`src/rtl/ifetch_unit.sv`:
```
`default_nettype none
// ============================================================================
// Module      : ifetch_unit
// Description : Instruction fetch unit. Drives the program counter, issues one
//               instruction-memory read at a time and buffers the returned
//               {pc, instruction} pairs in a 2-entry FIFO for decode. Handles
//               branch/jump redirects, including responses that are still in
//               flight when the redirect arrives.
// Revision    : 1.0 - initial release
// ----------------------------------------------------------------------------
// Ports
//   clk, rst          clock, synchronous active-high reset
//   pc_in             current PC from the external PC register (0x60 after reset)
//   pc_load/pc_next   load strobe and next value for the PC register
//   redirect_valid/pc single-cycle branch/jump redirect and its target
//   imem_read/addr    instruction memory request, held until imem_resp
//   imem_rdata/resp   instruction memory read data and single-cycle completion
//   inst_valid/pc/data head of the instruction FIFO handed to decode
//   inst_ready        decode accepts the head instruction
//   perf_fetch_cnt    instructions pushed into the FIFO
//   perf_discard_cnt  memory responses dropped because of a redirect
// Configuration
//   IFETCH_PERF_EN    when defined, the performance counters are implemented;
//                     otherwise both counter outputs are tied to zero.
// ============================================================================
module ifetch_unit #(
    parameter int WIDTH = 32
) (
    input  logic             clk,
    input  logic             rst,
    input  logic [WIDTH-1:0] pc_in,
    output logic             pc_load,
    output logic [WIDTH-1:0] pc_next,
    input  logic             redirect_valid,
    input  logic [WIDTH-1:0] redirect_pc,
    output logic             imem_read,
    output logic [WIDTH-1:0] imem_addr,
    input  logic [WIDTH-1:0] imem_rdata,
    input  logic             imem_resp,
    output logic             inst_valid,
    output logic [WIDTH-1:0] inst_pc,
    output logic [WIDTH-1:0] inst_data,
    input  logic             inst_ready,
    output logic [31:0]      perf_fetch_cnt,
    output logic [31:0]      perf_discard_cnt
);

    typedef enum logic [1:0] {
        ST_IDLE    = 2'd0,
        ST_FETCH   = 2'd1,
        ST_DISCARD = 2'd2
    } state_t;

    state_t           state_q;
    logic [WIDTH-1:0] addr_q;          // address of the request in flight
    logic [WIDTH-1:0] fifo_pc_q   [2];
    logic [WIDTH-1:0] fifo_inst_q [2];
    logic             rd_ptr_q;
    logic             wr_ptr_q;
    logic [1:0]       count_q;
    logic [1:0]       count_d;

    logic             push;
    logic             pop;
    logic             drop;
    logic             has_room;

    // A response is only kept when it belongs to the current PC stream.
    assign push = (state_q == ST_FETCH) & imem_resp & ~redirect_valid;
    assign pop  = inst_valid & inst_ready;

    // Responses that complete a request made obsolete by a redirect.
    assign drop = imem_resp & (((state_q == ST_FETCH) & redirect_valid) |
                               (state_q == ST_DISCARD));

    // A redirect flushes the FIFO, overriding any push/pop this cycle.
    assign count_d  = redirect_valid ? 2'd0
                                     : (count_q + {1'b0, push} - {1'b0, pop});
    assign has_room = ~count_d[1];

    // Outputs are forced quiet while reset is held, independent of the
    // (possibly stale) state registers.
    assign imem_read  = ~rst & (state_q != ST_IDLE);
    assign imem_addr  = (state_q == ST_DISCARD) ? addr_q : pc_in;
    assign pc_load    = ~rst & (redirect_valid | push);
    assign pc_next    = redirect_valid ? redirect_pc : (pc_in + WIDTH'(4));
    assign inst_valid = ~rst & (count_q != 2'd0) & ~redirect_valid;
    assign inst_pc    = fifo_pc_q[rd_ptr_q];
    assign inst_data  = fifo_inst_q[rd_ptr_q];

    // Fetch control FSM
    always_ff @(posedge clk) begin
        if (rst) begin
            state_q <= ST_IDLE;
            addr_q  <= '0;
        end else begin
            // pc_in is stable for the whole FETCH request, so tracking it
            // every FETCH cycle leaves the request address here if a
            // redirect moves us to DISCARD.
            if (state_q == ST_FETCH) begin
                addr_q <= pc_in;
            end
            case (state_q)
                ST_IDLE: begin
                    if (has_room) begin
                        state_q <= ST_FETCH;
                    end
                end
                ST_FETCH: begin
                    if (redirect_valid) begin
                        // Unfinished request must still be drained.
                        state_q <= imem_resp ? ST_FETCH : ST_DISCARD;
                    end else if (imem_resp) begin
                        state_q <= has_room ? ST_FETCH : ST_IDLE;
                    end
                end
                ST_DISCARD: begin
                    if (imem_resp) begin
                        state_q <= ST_FETCH;
                    end
                end
                default: state_q <= ST_IDLE;
            endcase
        end
    end

    // FIFO bookkeeping
    always_ff @(posedge clk) begin
        if (rst || redirect_valid) begin
            count_q  <= 2'd0;
            rd_ptr_q <= 1'b0;
            wr_ptr_q <= 1'b0;
        end else begin
            count_q <= count_d;
            if (push) begin
                wr_ptr_q <= ~wr_ptr_q;
            end
            if (pop) begin
                rd_ptr_q <= ~rd_ptr_q;
            end
        end
    end

    // FIFO storage; contents only matter while counted, so no reset.
    always_ff @(posedge clk) begin
        if (push) begin
            fifo_pc_q[wr_ptr_q]   <= pc_in;
            fifo_inst_q[wr_ptr_q] <= imem_rdata;
        end
    end

`ifdef IFETCH_PERF_EN
    logic [31:0] fetch_cnt_q;
    logic [31:0] discard_cnt_q;

    always_ff @(posedge clk) begin
        if (rst) begin
            fetch_cnt_q   <= 32'd0;
            discard_cnt_q <= 32'd0;
        end else begin
            if (push) begin
                fetch_cnt_q <= fetch_cnt_q + 32'd1;
            end
            if (drop) begin
                discard_cnt_q <= discard_cnt_q + 32'd1;
            end
        end
    end

    assign perf_fetch_cnt   = fetch_cnt_q;
    assign perf_discard_cnt = discard_cnt_q;
`else
    assign perf_fetch_cnt   = 32'd0;
    assign perf_discard_cnt = 32'd0;

    logic unused_perf;
    assign unused_perf = drop;
`endif

endmodule
`default_nettype wire

```
`config.mk`:
```
export PLATFORM = sky130hd
export DESIGN_NAME = ifetch_unit
export DESIGN_NICKNAME = d
export VERILOG_FILES = /design/src/rtl/ifetch_unit.sv
export SDC_FILE = /design/constraint.sdc
export NUM_CORES = 1
export LEC_CHECK = 0
export ABC_AREA = 1
export CAP_MARGIN = 20
export CORE_MARGIN = 2
export CORE_UTILIZATION = 45
export DETAILED_ROUTE_END_ITERATION = 10
export PLACE_DENSITY_LB_ADDON = 0.2
export SYNTH_ARGS = -nofsm -noshare
export SYNTH_HDL_FRONTEND = slang
export SYNTH_SLANG_ARGS = --single-unit
```
`constraint.sdc`:
```
create_clock -name clk -period 6.73 [get_ports clk]
set_input_delay 1.346 -clock clk [delete_from_list [all_inputs] [get_ports clk]]
set_output_delay 1.346 -clock clk [all_outputs]
set_load 0.1 [all_outputs]
```
Yosys cells after proc, flatten, opt, wreduce, memory -nomap -nowiden
Memory sizes are Yosys's and may differ from the RTL's. A register that Yosys moved wholly into a read port is not among the register bits.
Index checks and enable logic that the tools add are counted.
{"block": "classes", "n_addsub": 3, "bitwise": 12, "mux": 16, "reduce_logical": 6, "eq_ne": 5}
{"op": "$mux W32", "count": 2}
{"op": "$add A32 B3 Y32 const B", "count": 1}
{"op": "$mux W2", "count": 6}
{"op": "$and A1 B1 Y1", "count": 7}
{"op": "$mux W1", "count": 7}
{"op": "$pmux W2 S3", "count": 1}
{"op": "$ne A2 B2 Y1 const B", "count": 2}
{"op": "$not A1 Y1", "count": 4}
{"op": "$reduce_bool A2 Y1", "count": 2}
{"op": "$ne A3 B3 Y1 const B", "count": 1}
{"op": "$reduce_and A3 Y1", "count": 1}
{"op": "$add A2 B1 Y2", "count": 1}
{"op": "$eq A2 B1 Y1 const B", "count": 1}
{"op": "$eq A2 B2 Y1 const B", "count": 1}
{"op": "$logic_not A2 Y1", "count": 1}
{"op": "$reduce_or A2 Y1", "count": 1}
{"op": "$sub A2 B1 Y2", "count": 1}
{"op": "$logic_or A1 B1 Y1", "count": 1}
{"op": "$or A1 B1 Y1", "count": 1}
{"block": "totals", "ram_bits": 128, "mem_count": 2, "ff_bits": 38}
{"memory": "fifo_inst_q", "depth": 2, "width": 32, "rd": 1, "rd_clocked_by_memory_dff": 1, "write_ports": 1, "line": "57", "source": "logic [WIDTH-1:0] fifo_inst_q [2];"}
{"memory": "fifo_pc_q", "depth": 2, "width": 32, "rd": 1, "rd_clocked_by_memory_dff": 1, "write_ports": 1, "line": "56", "source": "logic [WIDTH-1:0] fifo_pc_q [2];"}

Longest topological paths before layout
Gate-level depths: netlist (run 1).
{"block": "depth", "word_depth": 10, "depth_mapped": 17, "ltp_nobuf": 16}

Worst setup path before layout (run 1)
Ideal clock, no wire load.
{"block": "synth_timing", "path_kind": "input port to output port", "from": "input port pc_in[2]", "to": "output port pc_next[12]", "path_stages": 8, "required_ns": 5.384, "setup_slack_ns": 1.295, "arrival_ns": 4.089, "path_cell_list": "ha_1 -> nand2_1 -> inv_1 -> nand2_4 -> nor2_8 -> nand2_1 -> nand2_1 -> o21ai_0"}
{"block": "synth_via", "elab_chain_len": 2}
{"element": "from (decl)", "line": "31", "source": "input logic [WIDTH-1:0] pc_in,"}
{"element": "$add A32 B3 Y32", "line": "86", "source": "assign pc_next = redirect_valid ? redirect_pc : (pc_in + WIDTH'(4));"}
{"element": "$mux W32", "line": "86"}
{"element": "to (decl)", "line": "33", "source": "output logic [WIDTH-1:0] pc_next,"}
Every way passes these cells.

Worst setup path after layout (run 1)
{"block": "layout_timing", "from": "input port pc_in[13]", "to": "output port pc_next[15]"}
The elaborated chain is that of the path after synthesis.

==> results of run 1 <==
## per-stage QoR
stage | hold slack (ns) | setup slack (ns)
global placement | 0.448 | 1.32
floorplan | 0.440 | 1.29
CTS | 0.462 | 1.30
finish | 0.464 | 1.31
detailed placement | 0.454 | 1.30
global route | 0.483 | 1.17
## critical path: stages
cell,delay (ns)
clkdlybuf4s50_1,0.72
nand2_2,0.18
nor2_1,0.19
nand2_1,0.08
nor2_2,0.14
xor2_1,0.12
o21ai_1,0.13
clkdlybuf4s50_1,1.16
## cell usage in the layout, fill, tap and decap left out, drive strengths merged
master and instances:
clkinv 4, clkbuf 19, nand3b 7, edfxtp 128, bufinv 2, o211ai 1, buf 29, clkinvlp 2
inv 46, o31ai 1, nor2 70, nand3 19, a21oi 27, ha 3, conb 64, a211oi 14
a31oi 2, clkdlybuf4s50 209, xnor2 2, nand4 5, o21bai 3, xor2 6, nor3 5, dfxtp 39
o21ai 26, mux2 64, nand2 254
## kinds of logic (layout without fill, tap and decap cells)
logic type | after synthesis | after routing | synth area share
buf+inv | 136 | 311 | 0.0949
mux | 64 | 64 | 0.0880
fa+ha+maj | 3 | 3 | 0.00459
simple gates | 360 | 360 | 0.187
compound gates | 74 | 74 | 0.0514
xor+xnor | 8 | 8 | 0.00856
other cells | 1 | 64 | 0.000458
flops | 167 | 167 | 0.565
## how the worst min path moves through the flow
stage / cells past startpoint / start / endpoint
global route: 2 / addr_q[1] / addr_q[1]
global placement: 2 / addr_q[8] / addr_q[8]
finish: 2 / addr_q[13] / addr_q[13]
floorplan: 2 / addr_q[31] / addr_q[31]
detailed placement: 2 / addr_q[3] / addr_q[3]
CTS: 2 / addr_q[3] / addr_q[3]
## cell usage after synthesis
cell type,number,area (um2)
nand4_1,4,25.0
xnor2_1,2,17.5
xor2_1,6,52.6
nor3_1,3,15.0
clkinv_1,1,3.75
o31ai_1,1,7.51
o21ai_0,19,95.1
a21oi_1,27,135
nand4_2,1,12.5
nor2_1,59,221
dfxtp_1,39,781
clkbuf_1,10,37.5
inv_1,35,131
nor3_2,1,10.0
nor3_4,1,16.3
o21bai_1,3,22.5
o211ai_1,1,7.51
buf_2,18,90.1
a211oi_1,14,105
conb_1,1,3.75
buf_1,2,7.51
nor2_2,7,43.8
nand2_2,7,43.8
nand3_1,19,95.1
nand2_1,245,920
nor2_8,1,20.0
nor2_4,3,33.8
a31oi_1,2,12.5
ha_1,3,37.5
mux2_2,64,721
inv_2,5,18.8
buf_4,65,488
edfxtp_1,128,3840
nand2_4,2,22.5
nand3b_1,7,52.6
o21ai_1,7,35.0
## flip-flops by register name, indices dropped and copies added (netlist names), named ones only
name         flops
addr_q          32
count_q          2
fifo_inst_q     64
fifo_pc_q       64
rd_ptr_q         1
state_q          2
wr_ptr_q         1
## power groups by stage
stage	Combinational (uW)	Sequential [uW]	Clock, uW
after global routing	774	1150	1040
after CTS	745	1150	996
after floorplan	590	1170	0
after global placement	740	1170	0
final	745	1150	976
after detailed placement	743	1170	0
## final cells by class
cell class	count	area, um2
tap	229	287
clock buffer	19	433
multi-input combinational	573	3040
timing repair buffer	238	2310
sequential	167	4630
inverter	41	154
fill	1524	6890
clock inverter	13	160
## routing by layer
metal  part of all wire  wire (um)
met4              0.017        354
met1               0.45       9460
met2               0.47       9910
met5                  0          0
met3              0.067       1410
==> flow_metrics.py, run 1 <==
metrics = {
    "clock_tree": {
        "h-tree-depth": 4,
        "cts_tree": "done",
        "clock_latency_ns": 0.42,
        "post_cts_resized": 0,
        "cts_root_buffer": "clkbuf_16",
        "clk_pin_slew_ns": 0.07,
        "postCtsSetupRepairBufs": 0,
        "postCtsHoldBufs": 0,
        "cts_buffers": 17,
        "clock_path_buffers": 2,
        "cts_sinks": 167,
    },
    "die": {
        "start_util": 0.457,
        "ios": 296,
        "core_area_mm2": 0.0179,
        "fp.dieArea_mm2": 0.0193,
        "die_h_um": 139,
        "dieWidth_um": 139,
        "num_rows": 49,
    },
    "power_and_ir_drop": {
        "share_comb_of_total_power": 0.259,
        "p_leak_uw": 0.00427,
        "total_power_uw": 2870,
        "pwr-share-clk": 0.340,
        "pwr-share-seq": 0.401,
        "p_switching_uw": 1020,
        "power_switching_share": 0.355,
        "power_density_mw_per_mm2": 261,
        "vdd_drop_max_uv": 171,
        "cellInternalPower_uw": 1850,
    },
    "critical_path": {
        "cp.required_ns": 5.38,
        "crit_type": "in2out",
        "endpoint_kind": "primary output",
        "reg2reg_depth": 8,
        "cp.arrival_ns": 4.07,
        "r2r-end": "fifo_inst_q[1][18]",
        "start_kind": "primary input",
        "r2r_start": "state_q[0]",
        "startpoint": "pc_in[13]",
        "worstPathMaxFanout": 7,
        "reg2reg_slack_ns": 3.63,
        "worstSetupEndpoint": "pc_next[15]",
    },
    "routing": {
        "ant_nets": 0,
        "drt_first_iter_violations": 374,
        "vias_per_cell": 4.92,
        "totalWireLength_mm": 21.1,
        "remaining_drc_errors": 0,
        "post_drt_wl_per_cell_um": 16.5,
        "drt_first_pass_iters": 6,
        "vias": 6293,
    },
    "global_routing": {
        "overflow": 0,
        "grt_pass1_wl_mm": 32.6,
        "grt_usage": 0.218,
        "first_global_vias": 6064,
        "met3_usage": 0.0511,
        "met2_usage": 0.353,
        "grt.busiest_layer": "met2",
        "antenna_found_initial": 0,
        "grt_max_degree": 65,
        "use_met1": 0.291,
    },
    "sta": {
        "report.final.slew_viol_count": 0,
        "rsz0062_at_grt": "no",
        "relSlewSlack": 0.283,
        "setup_tns_ns": 0,
        "setup_viol": 0,
        "min_period_ns": 5.42,
        "fin_crit_sh": 0.805,
        "finalHoldViolations": 0,
        "skew_ns": 0.0127,
        "max_freq_ghz": 0.184,
        "worst_slew_pin_slew_ns": 1.07,
    },
    "place": {
        "dpl.cell_count": 1248,
        "port_buffers": 231,
        "placed_cell_area_mm2": 0.0104,
        "hpwl_mm": 14.9,
        "gp_congestion": 0.868,
    },
    "yosys": {
        "syn_avg_cell_area_um2": 10.1,
        "synth.distinct_cells": 36,
        "ys_warn_count": 0,
        "syn_area_mm2": 0.00819,
        "yosysSeqAreaShare": 0.565,
        "synth_seq_cells": 167,
        "synthCells": 813,
    },
    "flow_run": {
        "drv_cap": 0,
    },
    "min_path": {
        "hold_path.class": "reg2reg",
    },
    "final_layout": {
        "fin_nets": 1142,
        "drive_gt1_frac": 0.147,
        "design_area_mm2": 0.0110,
        "finalNonFillerCells": 1280,
        "final_core_util": 0.615,
        "area_growth_pct": 34.5,
        "n_antenna_cell": 0,
    },
    "run_status": {
        "status": "completed",
    },
}
No activity file was read; power rests on OpenSTA's default activity.
==> run 2, diff against run 1 <==
--- a/config.mk
+++ b/config.mk
@@ -8,7 +8,7 @@
 export ABC_AREA = 1
 export CAP_MARGIN = 20
 export CORE_MARGIN = 2
-export CORE_UTILIZATION = 45
+export CORE_UTILIZATION = 41
 export DETAILED_ROUTE_END_ITERATION = 10
 export PLACE_DENSITY_LB_ADDON = 0.2
 export SYNTH_ARGS = -nofsm -noshare
==> constraint.sdc (replaced) <==
create_clock -name clk -period 4.9 [get_ports clk]
set_input_delay 0.98 -clock clk [delete_from_list [all_inputs] [get_ports clk]]
set_output_delay 0.98 -clock clk [all_outputs]
set_load 0.1 [all_outputs]
==> run 2 against run 1 <==
Non-clock buffer count rose by 1. Worst setup slack got worse by 0.48 ns. Sequential power rose by 37%. Critical path type unchanged. Largest cell class unchanged.
==> flow_metrics.py, run 2 (synthesis gave the netlist of run 1 again) <==
metrics = {
    "clock_tree": {
        "post_cts_resized": 0,
        "cts_tree": "done",
        "h-tree-depth": 4,
        "postCtsSetupRepairBufs": 0,
        "clk_pin_slew_ns": 0.07,
        "cts_sinks": 167,
        "clock_path_buffers": 2,
        "clock_latency_ns": 0.43,
        "cts_root_buffer": "clkbuf_16",
        "cts_buffers": 17,
        "postCtsHoldBufs": 0,
    },
    "critical_path": {
        "cpMostUsedCell": "nand2_1",
        "cpPeakStageDelay_ns": 0.62,
        "slowest_stage": "clkdlybuf4s50_1",
        "path_cells": "clkdlybuf4s50_1, ha_1, nand2_1, inv_1, nand2_4, nor2_8, nand2_2, o21bai_1, nand3_1, nand2_1, buf_12",
        "worstPathMaxFanout": 7,
        "crit_type": "in2out",
        "cp.arrival_ns": 3.09,
        "endpoint_kind": "primary output",
        "cp.required_ns": 3.92,
        "start_kind": "primary input",
    },
    "final_layout": {
        "multi_input_area_mm2": 0.00304,
        "fin_nets": 1143,
        "final_cell_mix": "nand2_1, clkdlybuf4s50_1, edfxtp_1",
        "area_growth_pct": 34.5,
        "reg_top3": "fifo_inst_q x64, fifo_pc_q x64, addr_q x32",
        "final_common_cell": "nand2_1",
        "fillCellCount": 1763,
        "drive_gt1_frac": 0.191,
        "n_antenna_cell": 0,
        "seqCellArea_mm2": 0.00463,
    },
    "sta": {
        "setup_ws_ns": 0.831,
        "worst_slew_pin_slew_ns": 1.07,
        "finalHoldViolations": 0,
        "max_freq_ghz": 0.246,
        "relSlewSlack": 0.285,
        "fin_crit_sh": 0.830,
        "setup_tns_ns": 0,
        "min_period_ns": 4.07,
        "rsz0062_at_grt": "no",
        "report.final.slew_viol_count": 0,
        "skew_ns": 0.0128,
        "setup_viol": 0,
    },
    "die": {
        "start_util": 0.419,
        "dieWidth_um": 145,
        "fp.dieArea_mm2": 0.0211,
        "die_h_um": 145,
        "core_area_mm2": 0.0195,
        "ios": 296,
        "num_rows": 51,
    },
    "routing": {
        "drt_first_iter_violations": 346,
        "drt_first_pass_iters": 5,
        "vias": 6232,
        "vias_per_cell": 4.73,
        "remaining_drc_errors": 0,
        "post_drt_wl_per_cell_um": 16.3,
        "ant_nets": 0,
        "totalWireLength_mm": 21.4,
    },
    "global_routing": {
        "use_met1": 0.286,
        "grt_usage": 0.203,
        "grt.busiest_layer": "met2",
        "overflow": 0,
        "met2_usage": 0.318,
        "first_global_vias": 5938,
        "antenna_found_initial": 0,
        "grt_pass1_wl_mm": 33.5,
        "grt_max_degree": 65,
        "met3_usage": 0.0481,
    },
    "place": {
        "port_buffers": 231,
        "hpwl_mm": 15.1,
        "dp_slack_ns": 0.807,
        "gp_congestion": 0.852,
    },
    "power_and_ir_drop": {
        "vdd_drop_max_uv": 233,
        "power_density_mw_per_mm2": 359,
        "p_leak_uw": 0.00434,
    },
    "min_path": {
        "hold_path.class": "reg2reg",
    },
    "run_status": {
        "status": "completed",
    },
    "flow_run": {
        "drv_cap": 0,
    },
}
run 2: cell types whose count changed in the layout (fill, tap and decap cells not counted), moves of 2 or more:
| cell | delta |
|---|---|
| buf_12 | +5 |
| buf_4 | +42 |
| clkdlybuf4s50_1 | -46 |
| clkinv_4 | +2 |
| clkinvlp_4 | -2 |
| inv_8 | +2 |
run 2: layer usage:
layer,share of wire,up-vias,routed length [um]
met4,0.010,0,218
met5,0,-,0
met1,0.46,2926,9890
met3,0.063,14,1350
li1,-,3064,-
met2,0.47,228,9970
run 2: final timing paths:
kind / from / end / slack [ns] / cells past startpoint
max reg2reg: state_q[0] / state_q[0] / 2.26 / 17
min: addr_q[30] / addr_q[30] / 0.47 / 2
max: pc_in[2] / pc_next[22] / 0.83 / 11
min reg2reg: addr_q[30] / addr_q[30] / 0.47 / 2
run 2: through the flow:
| stage | util | power [uW] | instance area (um2) | cells | hold WS (ns) |
|---|---|---|---|---|---|
| after global placement | 0.533 | 2630 | 10400 | 1285 | 0.450 |
| after floorplan | - | 2420 | 8420 | 876 | 0.440 |
| after detailed placement | 0.533 | 2630 | 10400 | 1285 | 0.456 |
| after global routing | 0.564 | 4090 | 11000 | 1317 | 0.489 |
| after CTS | 0.564 | 3990 | 11000 | 1317 | 0.467 |
| final | 0.564 | 3960 | 11000 | 1317 | 0.466 |
run 2: worst max-delay path, delay by kind of cell:
| family | cells | cell delay [ns] |
|---|---|---|
| AO/OA/AOI/OAI | 1 | 0.12 |
| adder cells (fa/ha/maj) | 1 | 0.32 |
| AND/OR/NAND/NOR | 6 | 0.69 |
| buffers and inverters | 3 | 0.95 |
run 2: layout make-up:
type / count / share of cell area
Multi-Input combinational cell: 573 / 0.276
Inverter: 41 / 0.0140
Clock inverter: 14 / 0.0149
Tap cell: 265 / 0.0301
Clock buffer: 18 / 0.0390
Timing Repair Buffer: 239 / 0.205
Sequential cell: 167 / 0.420
run 2: report_power, final:
group	switching (uW)	total, uW	internal [uW]
sequential	16.0	1580	1570
clock	586	1350	768
combinational	813	1020	209
total	1410	3960	2540
==> run 3, diff against run 2 <==
==> constraint.sdc (replaced) <==
create_clock -name clk -period 3.7 [get_ports clk]
set_input_delay 0.74 -clock clk [delete_from_list [all_inputs] [get_ports clk]]
set_output_delay 0.74 -clock clk [all_outputs]
set_load 0.1 [all_outputs]
==> run 3 against run 2 <==
Worst setup slack worse by 0.58 ns. Clock skew down 0.0026 ns. Clock power grew 34%. Worst hold slack got worse by 0.0043 ns. Routed wire length is 3.7% higher. Combinational power is 48% higher. Critical endpoint is now pc_next[25]. Clock-buffer cell count is 1 lower. Flip-flop and latch count unchanged. Sequential share of layout area fell by 2.8 points. Via count grew 2.7%. Non-clock buffer count increased by 18.
==> flow_metrics.py, run 3 (synthesis gave the netlist of run 1 again) <==
metrics = {
    "flow_run": {
        "drv_cap": 0,
    },
    "global_routing": {
        "first_global_vias": 6038,
        "grt_max_degree": 65,
        "grt_usage": 0.208,
        "grt_pass1_wl_mm": 33.9,
        "overflow": 0,
        "antenna_found_initial": 0,
    },
    "final_layout": {
        "n_antenna_cell": 0,
        "final_common_cell": "nand2_1",
        "final_core_util": 0.604,
        "drive_gt1_frac": 0.266,
        "final_cell_mix": "nand2_1, edfxtp_1, clkdlybuf4s50_1",
        "reg_top3": "fifo_inst_q x64, fifo_pc_q x64, addr_q x32",
        "design_area_mm2": 0.0118,
        "fillCellCount": 1653,
        "area_growth_pct": 44.0,
        "fin_nets": 1161,
    },
    "critical_path": {
        "startpoint": "pc_in[22]",
        "reg2reg_depth": 16,
        "r2r_start": "state_q[0]",
        "cp.arrival_ns": 2.71,
        "reg2reg_slack_ns": 1.57,
        "worstPathMaxFanout": 6,
        "r2r-end": "state_q[0]",
        "endpoint_kind": "primary output",
        "cp.required_ns": 2.96,
        "crit_type": "in2out",
        "start_kind": "primary input",
        "worstSetupEndpoint": "pc_next[25]",
    },
    "clock_tree": {
        "cts_buffers": 17,
        "post_cts_resized": 0,
        "postCtsSetupRepairBufs": 0,
        "clock_path_buffers": 2,
        "cts_root_buffer": "clkbuf_16",
        "cts_sinks": 167,
        "clock_latency_ns": 0.42,
        "clk_pin_slew_ns": 0.06,
        "postCtsHoldBufs": 0,
        "h-tree-depth": 4,
        "cts_tree": "done",
    },
    "power_and_ir_drop": {
        "vdd_drop_max_uv": 318,
        "power_density_mw_per_mm2": 459,
        "p_leak_uw": 0.00476,
    },
    "die": {
        "num_rows": 51,
        "start_util": 0.419,
        "ios": 296,
        "fp.dieArea_mm2": 0.0211,
        "core_area_mm2": 0.0195,
        "die_h_um": 145,
        "dieWidth_um": 145,
    },
    "routing": {
        "totalWireLength_mm": 22.2,
        "remaining_drc_errors": 0,
        "ant_nets": 0,
        "vias": 6403,
        "post_drt_wl_per_cell_um": 16.6,
        "vias_per_cell": 4.80,
        "drt_first_iter_violations": 364,
        "drt_first_pass_iters": 8,
    },
    "sta": {
        "setup_viol": 0,
        "relSlewSlack": 0.417,
        "fin_crit_sh": 0.932,
        "setup_ws_ns": 0.251,
        "setup_tns_ns": 0,
        "finalHoldViolations": 0,
        "max_freq_ghz": 0.290,
        "whs_ns": 0.462,
        "min_period_ns": 3.45,
        "worst_slew_pin_slew_ns": 0.874,
        "skew_ns": 0.0102,
        "rsz0062_at_grt": "no",
        "report.final.slew_viol_count": 0,
    },
    "place": {
        "placed_cell_area_mm2": 0.0112,
        "gp_congestion": 0.919,
        "port_buffers": 231,
        "hpwl_mm": 16.2,
        "dp_slack_ns": 0.277,
    },
    "min_path": {
        "hold_path.class": "reg2reg",
        "hold_depth": 2,
    },
    "run_status": {
        "status": "completed",
    },
}
run 3: cell types whose count changed in the layout (fill, tap and decap cells not counted), moves of 2 or more:
cell	before	now
o21ai_0	19	15
clkdlybuf4s50_1	163	99
clkinv_8	0	2
clkinvlp_4	0	3
clkinv_4	3	0
buf_4	70	90
o21ai_1	7	11
buf_12	5	67
run 3: area by class of cell:
cell class,count,area [um2],area share
flip-flops and latches,167,4630,0.393
multi-input cells,573,3050,0.258
clock inverters,15,188,0.0159
well taps,265,332,0.0281
clock buffers,17,425,0.0361
inverters,41,154,0.0131
repair buffers,257,3010,0.256
run 3: worst min-delay path by stage:
stage,start,to,slack (ns)
after floorplan,addr_q[31],addr_q[31],0.44
after global placement,addr_q[30],addr_q[30],0.45
after detailed placement,addr_q[31],addr_q[31],0.45
after CTS,addr_q[16],addr_q[16],0.46
after global routing,addr_q[25],addr_q[25],0.49
final,addr_q[22],addr_q[22],0.46
run 3: per-layer routing:
metal / routed length, um / global-route usage
met4: 284 / 0.0500
met3: 1550 / 0.0519
met5: 0 / 0
met1: 9870 / 0.289
met2: 10500 / 0.328
run 3: critical path: stages:
cell and delay, ns:
clkdlybuf4s50_1 0.68, nand2_1 0.09, nor2_1 0.29, nand3_1 0.15, nor2_1 0.16, nand2_1 0.07
nand2_1 0.06, nand2_1 0.05, nand2_1 0.12, nand2_1 0.11, buf_12 0.18
run 3: report_power, final:
| group | internal, uW | total [uW] | switching [uW] |
|---|---|---|---|
| registers | 2070 | 2090 | 19.9 |
| logic | 397 | 1510 | 1110 |
| clock network | 1030 | 1810 | 788 |
| total | 3490 | 5410 | 1920 |
run 3: metrics by stage:
step                      total power [uW]  instances
after floorplan                       3210        876
after global placement                3630       1303
after detailed placement              3640       1303
after CTS                             5460       1335
after global routing                  5580       1335
final                                 5410       1335
